`src/rtl/dot_accum.sv`:
```
// Streaming dot-product accumulator: sums N float32 products through an external adder over stb/ack handshakes.
// Optional macro DOT_ACCUM_NAN_FLAG_EN adds a sticky per-vector NaN flag on output_nan.
module dot_accum #(
    parameter int N = 4
) (
    input  logic        clk,
    input  logic        rst,
    input  logic [31:0] input_p,
    input  logic        input_p_stb,
    output logic        input_p_ack,
    output logic [31:0] adder_a,
    output logic [31:0] adder_b,
    output logic        adder_a_stb,
    output logic        adder_b_stb,
    input  logic        adder_a_ack,
    input  logic        adder_b_ack,
    input  logic [31:0] adder_z,
    input  logic        adder_z_stb,
    output logic        adder_z_ack,
    output logic [31:0] output_sum,
    output logic        output_sum_stb,
    input  logic        output_sum_ack
`ifdef DOT_ACCUM_NAN_FLAG_EN
    ,
    output logic        output_nan
`endif
);

    localparam int CW = (N > 1) ? $clog2(N) : 1;
    localparam logic [CW-1:0] LAST = CW'(N - 1);

    typedef enum logic [1:0] {GET_P, SEND_AB, WAIT_Z, PUT_SUM} state_t;

    state_t        state, state_d;
    logic [31:0]   acc, acc_d;
    logic [CW-1:0] count, count_d;
    logic          p_ack_d, a_stb_d, b_stb_d, z_ack_d, sum_stb_d;
    logic [31:0]   a_d, b_d, sum_d;
    logic          a_done, b_done;

`ifdef DOT_ACCUM_NAN_FLAG_EN
    logic nan_r, nan_d;
    assign output_nan = nan_r;
`endif

    // NOTE: every signal gets its hold value first so no path through the case leaves one unassigned (no latches).
    always_comb begin
        state_d   = state;
        acc_d     = acc;
        count_d   = count;
        p_ack_d   = input_p_ack;
        a_d       = adder_a;
        b_d       = adder_b;
        a_stb_d   = adder_a_stb;
        b_stb_d   = adder_b_stb;
        z_ack_d   = adder_z_ack;
        sum_d     = output_sum;
        sum_stb_d = output_sum_stb;
        a_done    = !adder_a_stb || adder_a_ack;
        b_done    = !adder_b_stb || adder_b_ack;
`ifdef DOT_ACCUM_NAN_FLAG_EN
        nan_d     = nan_r;
`endif
        case (state)
            GET_P: begin
                if (input_p_ack && input_p_stb) begin
                    p_ack_d = 1'b0;
                    a_d     = acc;
                    b_d     = input_p;
                    a_stb_d = 1'b1;
                    b_stb_d = 1'b1;
                    state_d = SEND_AB;
`ifdef DOT_ACCUM_NAN_FLAG_EN
                    nan_d   = nan_r | ((input_p[30:23] == 8'hFF) && (input_p[22:0] != 23'd0));
`endif
                end else begin
                    p_ack_d = 1'b1;
                end
            end
            SEND_AB: begin
                // Each operand handshake completes on its own; wait for both.
                if (adder_a_stb && adder_a_ack) a_stb_d = 1'b0;
                if (adder_b_stb && adder_b_ack) b_stb_d = 1'b0;
                if (a_done && b_done) begin
                    z_ack_d = 1'b1;
                    state_d = WAIT_Z;
                end
            end
            WAIT_Z: begin
                if (adder_z_ack && adder_z_stb) begin
                    acc_d   = adder_z;
                    z_ack_d = 1'b0;
                    if (count == LAST) begin
                        count_d   = '0;
                        sum_d     = adder_z;
                        sum_stb_d = 1'b1;
                        state_d   = PUT_SUM;
                    end else begin
                        count_d = count + CW'(1);
                        p_ack_d = 1'b1;
                        state_d = GET_P;
                    end
                end else begin
                    z_ack_d = 1'b1;
                end
            end
            PUT_SUM: begin
                if (output_sum_stb && output_sum_ack) begin
                    sum_stb_d = 1'b0;
                    acc_d     = 32'h0000_0000;
                    count_d   = '0;
                    p_ack_d   = 1'b1;
                    state_d   = GET_P;
`ifdef DOT_ACCUM_NAN_FLAG_EN
                    nan_d     = 1'b0;
`endif
                end
            end
            default: state_d = GET_P;
        endcase
    end

    // NOTE: sequential state uses non-blocking assignments so all flops update together at the edge.
    always_ff @(posedge clk) begin
        if (rst) begin
            state          <= GET_P;
            acc            <= '0;
            count          <= '0;
            input_p_ack    <= 1'b0;
            adder_a        <= '0;
            adder_b        <= '0;
            adder_a_stb    <= 1'b0;
            adder_b_stb    <= 1'b0;
            adder_z_ack    <= 1'b0;
            output_sum     <= '0;
            output_sum_stb <= 1'b0;
`ifdef DOT_ACCUM_NAN_FLAG_EN
            nan_r          <= 1'b0;
`endif
        end else begin
            state          <= state_d;
            acc            <= acc_d;
            count          <= count_d;
            input_p_ack    <= p_ack_d;
            adder_a        <= a_d;
            adder_b        <= b_d;
            adder_a_stb    <= a_stb_d;
            adder_b_stb    <= b_stb_d;
            adder_z_ack    <= z_ack_d;
            output_sum     <= sum_d;
            output_sum_stb <= sum_stb_d;
`ifdef DOT_ACCUM_NAN_FLAG_EN
            nan_r          <= nan_d;
`endif
        end
    end

endmodule

```
`config.mk`:
```
export PLATFORM = sky130hd
export DESIGN_NAME = dot_accum
export DESIGN_NICKNAME = d
export VERILOG_FILES = /design/src/rtl/dot_accum.sv
export SDC_FILE = /design/constraint.sdc
export NUM_CORES = 1
export LEC_CHECK = 0
export CORE_UTILIZATION = 50
export DETAILED_ROUTE_END_ITERATION = 8
export DONT_BUFFER_PORTS = 1
export SYNTH_ARGS = -nofsm -noshare
export SYNTH_HDL_FRONTEND = slang
export SYNTH_SLANG_ARGS = --single-unit
export TNS_END_PERCENT = 30
```
`constraint.sdc`:
```
create_clock -name clk -period 1.8 [get_ports clk]
set_clock_uncertainty 0.1 [all_clocks]
set_input_delay 0.18 -clock clk [delete_from_list [all_inputs] [get_ports clk]]
set_output_delay 0.18 -clock clk [all_outputs]
set_load 0.01 [all_outputs]
```
==> summary.txt, run 1 <==
Final layout
  • # fillers: 833
  • Seq. cell area: 2740 um^2
  • Syn-to-layout area delta: 20.2%
  • N_diodes: 0
  • Share of layout cells above drive strength 1: 0.0945
  • Nets: 641
  • Multi-input logic area: 1940 um^2

Yosys
  • Synth top cells by count: 137 x dfxtp_1, 130 x nand2_1, 97 x a21oi_1
  • Mapped cell area: 4960 um^2
  • Top cell type by total area after synthesis: dfxtp_1
  • Mux contribution to synthesized area: 0
  • Largest cells by area after synthesis: dfxtp_1 55%, nand2_1 9.8%, a21oi_1 9.8%, a32o_1 6.9%, nand3_1 3.5%
  • Ys Warns: 0
  • Xor and xnor area share after synthesis: 0
  • Top_reg_cell synth: dfxtp_1
  • Synth async-reset ratio: 0
  • Synth Area in Adders: 0.00252
  • Avg Cell Area, Syn: 9.03 um^2
  • Seq/Total Area, Yosys: 0.553
  • Most frequent cell after synthesis: dfxtp_1
  • Syn Nets: 621
  • Post-synth EDFFs: 0
  • Post-Synth Simple-Gate Area: 0.165
  • Synth Area in Compound Gates: 0.220
  • Largest family of logic cells by synthesized area: compound AO/OA/AOI/OAI gates
  • Synth Instances: 549
  • Post-synth top area share: 0.553
  • Yosys reg bits: 137
  • Cell variety after synth: 36

Clocking
  • Cts bufs inserted: 17
  • Resize count post-CTS: 0
  • Max Root-Sink Buffers: 2
  • Clock root cell: clkbuf_8
  • Setup Fix Bufs, Post-CTS: 0
  • CTS clk-pin slew, worst paths: 0.06 ns
  • H-tree level count: 4
  • Skew-Pair Late Insertion Delay: 0.51 ns
  • Cts hold-fix bufs: 35
  • CTS tree: yes
  • Clk sinks: 137

Route
  • Remaining antenna violation count: 0
  • Final wirelength: 12200 um
  • Vias: 4091
  • Residual DRC count: 0
  • Average wire per standard cell: 17.1 um
  • Initial drt markers: 161
  • 1st-pass router iterations: 4
  • Via density: 5.75

Place
  • Port Buffer Count: 0
  • Dpl hpwl: 7610 um
  • GP Congestion: 0.722
  • Post-Place Worst Slack: 0.216 ns

Timing
  • Slew Viols, Final: 0
  • Worst-margin pin slew: 0.687 ns
  • Post-Route Setup TNS: 0 ns
  • Period utilisation layout: 0.886
  • Min cycle time layout: 1.60 ns
  • Final Hold Viols: 114
  • RSZ-0062 raised after global routing: no
  • WHS: -0.361 ns
  • Relative slew slack: 0.541
  • Setup WS post-layout: 0.204 ns
  • Setup-failing EPs final: 0
  • Max Clock Freq: 627 MHz

Die
  • Die footprint: 10300 um^2
  • IO Pins: 172
  • DIE WIDTH: 102 um
  • Floorplan core area: 9420 um^2
  • Rows: 35
  • Die Height: 102 um
  • Initial core utilization: 0.527

Global route
  • Grt total ovfl: 0
  • Number of global-route vias before repair: 3827
  • Largest net degree at the start of global routing: 105
  • Total track usage: 0.238
  • First-pass GRT wire length: 19000 um
  • Initial antenna violation count: 0

Job
  • Number of max-cap violations: 0

Pwr
  • VDD IR-drop max: 0.000639 V
  • Lkg Pwr: 2.05 nW
  • Power, Total: 6.84 mW
  • Power Dens Cells: 1150 nW/um^2

Worst setup path
  • Max stage delay on crit path: 0.51 ns
  • R2r setup slk: 0.20 ns
  • Critical R2R Launch: state[0]
  • Reg2Reg Depth: 4
  • Worst EP required: 2.15 ns
  • Crit path launch type: flip-flop
  • Crit path max-delay cell type: nor2_2
  • Crit-path max FO: 21
  • Crit. End Element: flip-flop
  • Crit path DAT: 1.95 ns
  • Reg2Reg Capture Point: acc[30]
  • Crit-path cells: nand4b_4 > nor2_2 > buf_12 > a32o_1
  • CP Class: reg -> reg

Status
  • Status: finished with violations
  • Failing checks: negative hold slack

Min path
  • Min-delay src: rst
  • Worst hold path depth: 1
  • Class of the worst hold path: in -> reg
  • WHS Endpoint: adder_b[25]
## metrics by stage
stage           util  instances  cell area [um^2]
2_1_floorplan      -        549              4960
3_3_place_gp   0.535        644              5030
3_5_place_dp   0.535        644              5030
4_1_cts        0.633        711              5960
5_1_grt        0.633        711              5960
6_report       0.633        711              5960
## critical path, delay by kind of cell, from the launching register on
kind	cells	cell delay, ns
and+or+nand+nor	2	0.70
DFF	1	0.36
buffers and inverters	1	0.25
AOI/OAI and AO/OA	1	0.14
## flip-flops by register name, indices dropped and copies added, names as in the netlist
register	count
acc	32
adder_a	32
adder_b	32
output_sum	32
count	2
state	2
adder_a_stb	1
adder_b_stb	1
adder_z_ack	1
input_p_ack	1
output_sum_stb	1
## report_power, final
| part | switching [mW] | internal, mW |
|---|---|---|
| registers | 0.0667 | 3.09 |
| clock network | 1.30 | 2.02 |
| logic | 0.207 | 0.156 |
## cell usage in the layout, fill, tap and decap left out, types with 2 or more instances in the layout
cell           count
a311oi_1           2
inv_6              4
nand2_1          130
nand3b_1           2
clkbuf_8           2
a211oi_1           2
buf_12             5
nor2_1             2
inv_1              2
clkbuf_16         16
nand3_1           35
clkinvlp_4         3
nor3_1             2
o21ai_0           31
and3_1             2
nor2b_1            2
a32o_1            34
dfxtp_1          137
dlygate4sd3_1     35
a21oi_1           97
nand2b_1           2
bufinv_16          2
clkinv_2           3
buf_4             11
## kinds of logic after synthesis
| logic type | after synthesis |
|---|---|
| simple gates | 184 |
| compound gates | 174 |
| flops | 137 |
| buf+inv | 53 |
| fa+ha+maj | 1 |
## area by class of cell
| cell class | count | share of cell area |
|---|---|---|
| flip-flops and latches | 137 | 0.460 |
| multi-input cells | 359 | 0.325 |
| repair buffers | 51 | 0.0895 |
| clock buffers | 19 | 0.0725 |
| well taps | 129 | 0.0271 |
| clock inverters | 13 | 0.0237 |
| inverters | 3 | 0.00189 |
## worst max-delay path by stage
stage / start / end
final: state[0] / acc[30]
after global routing: state[0] / acc[11]
after CTS: state[0] / adder_b_stb
after detailed placement: state[0] / adder_b_stb
after global placement: state[0] / adder_b_stb
after floorplan: adder_z_ack / acc[10]
## layer usage
layer | part of all wire | GRT usage
met1 | 0.42 | 0.279
met2 | 0.48 | 0.383
met3 | 0.086 | 0.0911
met4 | 0.013 | 0.109
met5 | 0 | 0
Power figures use the tool's default switching activity.
==> run 2, diff against run 1 <==
CELL_PAD_IN_SITES_DETAIL_PLACEMENT = 2   (was unset)
CELL_PAD_IN_SITES_GLOBAL_PLACEMENT = 2   (was unset)
CORE_UTILIZATION = 36   (was 50)
PLACE_DENSITY_LB_ADDON = 0.1   (was unset)
==> run 2 against run 1 <==
Net effect: the run still ends with negative hold slack left; worst hold slack better by 0.095 ns; flip-flop and latch count unchanged; register-to-register slack got worse by 0.09 ns; clock power about the same; combinational power about the same; total power rose by 0.36%; die area increased by 38%; critical endpoint is now output_sum[2]; largest power group unchanged.
==> summary.txt, run 2 (synthesis results as in run 1) <==
Worst setup path
  • Max stage delay on crit path: 0.47 ns (-0.04 ns)
  • Crit-path cells: buf_4 > and4b_1 > buf_4 > nand3_1 > a21oi_1
  • Critical R2R Launch: state[1]
  • Crit. End Element: flip-flop
  • Worst EP required: 2.04 ns (-0.11 ns)
  • CP Class: reg -> reg
  • R2r setup slk: 0.12 ns (-0.09 ns)
  • Reg2Reg Depth: 5 (+1)
  • Crit path max-delay cell type: dfxtp_1
  • Crit path DAT: 1.92 ns (-0.03 ns)
  • Crit-path max FO: 19 (-9.5%)
  • Critical path's most frequent cell: buf_4
  • Reg2Reg Capture Point: output_sum[2]
  • Crit path launch type: flip-flop

Pwr
  • Lkg Pwr: 2.03 nW (-0.86%)
  • Int Pwr: 5.31 mW (+0.77%)
  • VDD IR-drop max: 0.000671 V (+5.0%)
  • Switching share of power: 0.227 (-0.00319)
  • Power Dens Cells: 1150 nW/um^2 (+0.17%)
  • Sequential share of power: 0.462 (about the same)
  • Sw power: 1.56 mW (-1.0%)
  • Clock network power share: 0.484 (about the same)
  • Combinational Power Share: 0.053 (about the same)

Timing
  • WHS: -0.266 ns (+0.0950 ns)
  • Setup-failing EPs final: 0 (unchanged)
  • Slew Viols, Final: 0 (unchanged)
  • Final Hold Viols: 102 (-11%)
  • RSZ-0062 raised after global routing: no
  • Setup WS post-layout: 0.117 ns (-0.0875 ns)
  • Max Clock Freq: 594 MHz (-5.2%)
  • Relative slew slack: 0.515 (-0.0258)
  • Min cycle time layout: 1.68 ns (+0.0875 ns)
  • Worst-margin pin slew: 0.726 ns (+0.0386 ns)
  • Period utilisation layout: 0.935 (+0.0486)

Die
  • IO Pins: 172 (unchanged)
  • Die Height: 119 um (+18%)
  • Initial core utilization: 0.371 (-0.155)
  • Floorplan core area: 13300 um^2 (+42%)
  • Die footprint: 14200 um^2 (+38%)
  • Rows: 42 (+20%)
  • DIE WIDTH: 119 um (+18%)

Clocking
  • H-tree level count: 4 (unchanged)
  • CTS clk-pin slew, worst paths: 0.06 ns (about the same)
  • Clk sinks: 137 (unchanged)
  • CTS tree: yes
  • Cts hold-fix bufs: 33 (-5.7%)
  • Clock root cell: clkbuf_16
  • Max Root-Sink Buffers: 2 (unchanged)
  • Skew-Pair Late Insertion Delay: 0.41 ns (-0.10 ns)
  • Cts bufs inserted: 17 (unchanged)

Route
  • 1st-pass router iterations: 4 (unchanged)
  • Vias: 4203 (+2.7%)
  • Residual DRC count: 0 (unchanged)
  • Final wirelength: 15600 um (+28%)
  • Remaining antenna violation count: 0 (unchanged)
  • Average wire per standard cell: 20.6 um (+20%)
  • Initial drt markers: 130 (-19%)
  • Via density: 5.56 (-3.4%)

Global route
  • Number of global-route vias before repair: 4694 (+23%)
  • Grt total ovfl: 0 (unchanged)
  • Largest net degree at the start of global routing: 105 (unchanged)
  • Initial antenna violation count: 0 (unchanged)
  • Total track usage: 0.223 (-0.0146)
  • First-pass GRT wire length: 24700 um (+30%)

Place
  • Port Buffer Count: 0 (unchanged)
  • Placed Area: 5060 um^2 (+0.62%)
  • Dpl hpwl: 9590 um (+26%)
  • GP Congestion: 0.733 (+1.5%)
  • Post-Place Worst Slack: -0.00532 ns (-0.221 ns)

Final layout
  • Post-Layout Inst Area: 5970 um^2 (+0.19%)
  • Most common cell after layout, fill and taps aside: dfxtp_1
  • Seq. cell area: 2740 um^2 (about the same)
  • Share of layout cells above drive strength 1: 0.0897 (-0.00485)
  • Nets: 639 (-0.31%)
  • Commonest non-fill, non-tap cells in the layout: 136 x dfxtp_1, 130 x nand2_1, 97 x a21oi_1, 35 x nand3_1, 34 x a32o_1
  • Syn-to-layout area delta: 20.4%
  • Core Util, Final: 0.447 (-0.186)
  • # fillers: 1436 (+72%)
  • N_diodes: 0 (unchanged)
  • Multi-input logic area: 1950 um^2 (+0.84%)

Status
  • Failing checks: negative hold slack
  • Status: finished with violations

Min path
  • WHS Endpoint: adder_a[21]
  • Min-delay src: rst
  • Worst hold path depth: 1 (unchanged)
  • Class of the worst hold path: in -> reg

Job
  • Number of max-cap violations: 0 (unchanged)
[run 2: cell count changes in the layout (fill, tap and decap cells not counted), sizes merged]
cell,change
clkinv,+3
dlygate4sd3,-2
nor2,+1
clkinvlp,-3
clkbuf,+4
buf,-1
inv,-4
[run 2: how the worst max path moves through the flow]
| stage | startpoint | end | slack (ns) | depth (start not counted) |
|---|---|---|---|---|
| 5_1_grt | state[1] | output_sum[4] | 0.02 | 5 |
| 2_1_floorplan | adder_z_ack | acc[10] | 0.41 | 4 |
| 4_1_cts | state[1] | acc[29] | 0.07 | 3 |
| 3_5_place_dp | state[0] | acc[29] | -0.005 | 3 |
| 6_report | state[1] | output_sum[2] | 0.12 | 5 |
| 3_3_place_gp | state[0] | acc[4] | 0.1 | 3 |
[run 2: routing by layer]
layer  vias to the layer above  GRT usage  part of all wire
met5                         -          0                 0
met4                         0     0.0641             0.010
met2                       115      0.404              0.52
met3                        13     0.0757             0.068
met1                      2104      0.245              0.40
li1                       1971          -                 -
[run 2: final cells by class]
| class | instances | area share |
|---|---|---|
| Sequential cell | 137 | 0.460 |
| Multi-Input combinational cell | 360 | 0.327 |
| Timing Repair Buffer | 48 | 0.0811 |
| Clock buffer | 23 | 0.0767 |
| Tap cell | 176 | 0.0369 |
| Clock inverter | 9 | 0.0166 |
| Inverter | 3 | 0.00189 |
[run 2: power by group through the flow]
stage | logic (mW) | registers, mW | clock network [mW]
floorplan | 0.243 | 3.22 | 0
global placement | 0.278 | 3.24 | 0
detailed placement | 0.297 | 3.24 | 0
CTS | 0.373 | 3.18 | 3.40
global route | 0.405 | 3.18 | 3.55
finish | 0.366 | 3.17 | 3.33
[run 2: stage by stage]
stage                     hold slack, ns  power, mW  std cells  setup TNS [ns]
after floorplan                    0.176       3.47        549               0
after global placement             0.158       3.51        690               0
after detailed placement           0.158       3.54        690        -0.00809
after CTS                         -0.285       6.95        755               0
after global routing              -0.290       7.14        756               0
final                             -0.266       6.87        756               0
[run 2: timing repair]
action | in CTS | in global routing
resized for setup | 2 | 1
hold endpoints to repair | 135 | 102
pin swaps | 0 | 1
setup endpoints to repair | 14 | 24
gates cloned | 0 | 1
buffers inserted | 0 | 0
[run 2: critical path, delay by kind of cell (launching register included)]
family          cells  cell delay [ns]
compound gates      1             0.17
buf+inv             2             0.49
flops               1             0.47
simple gates        2             0.38
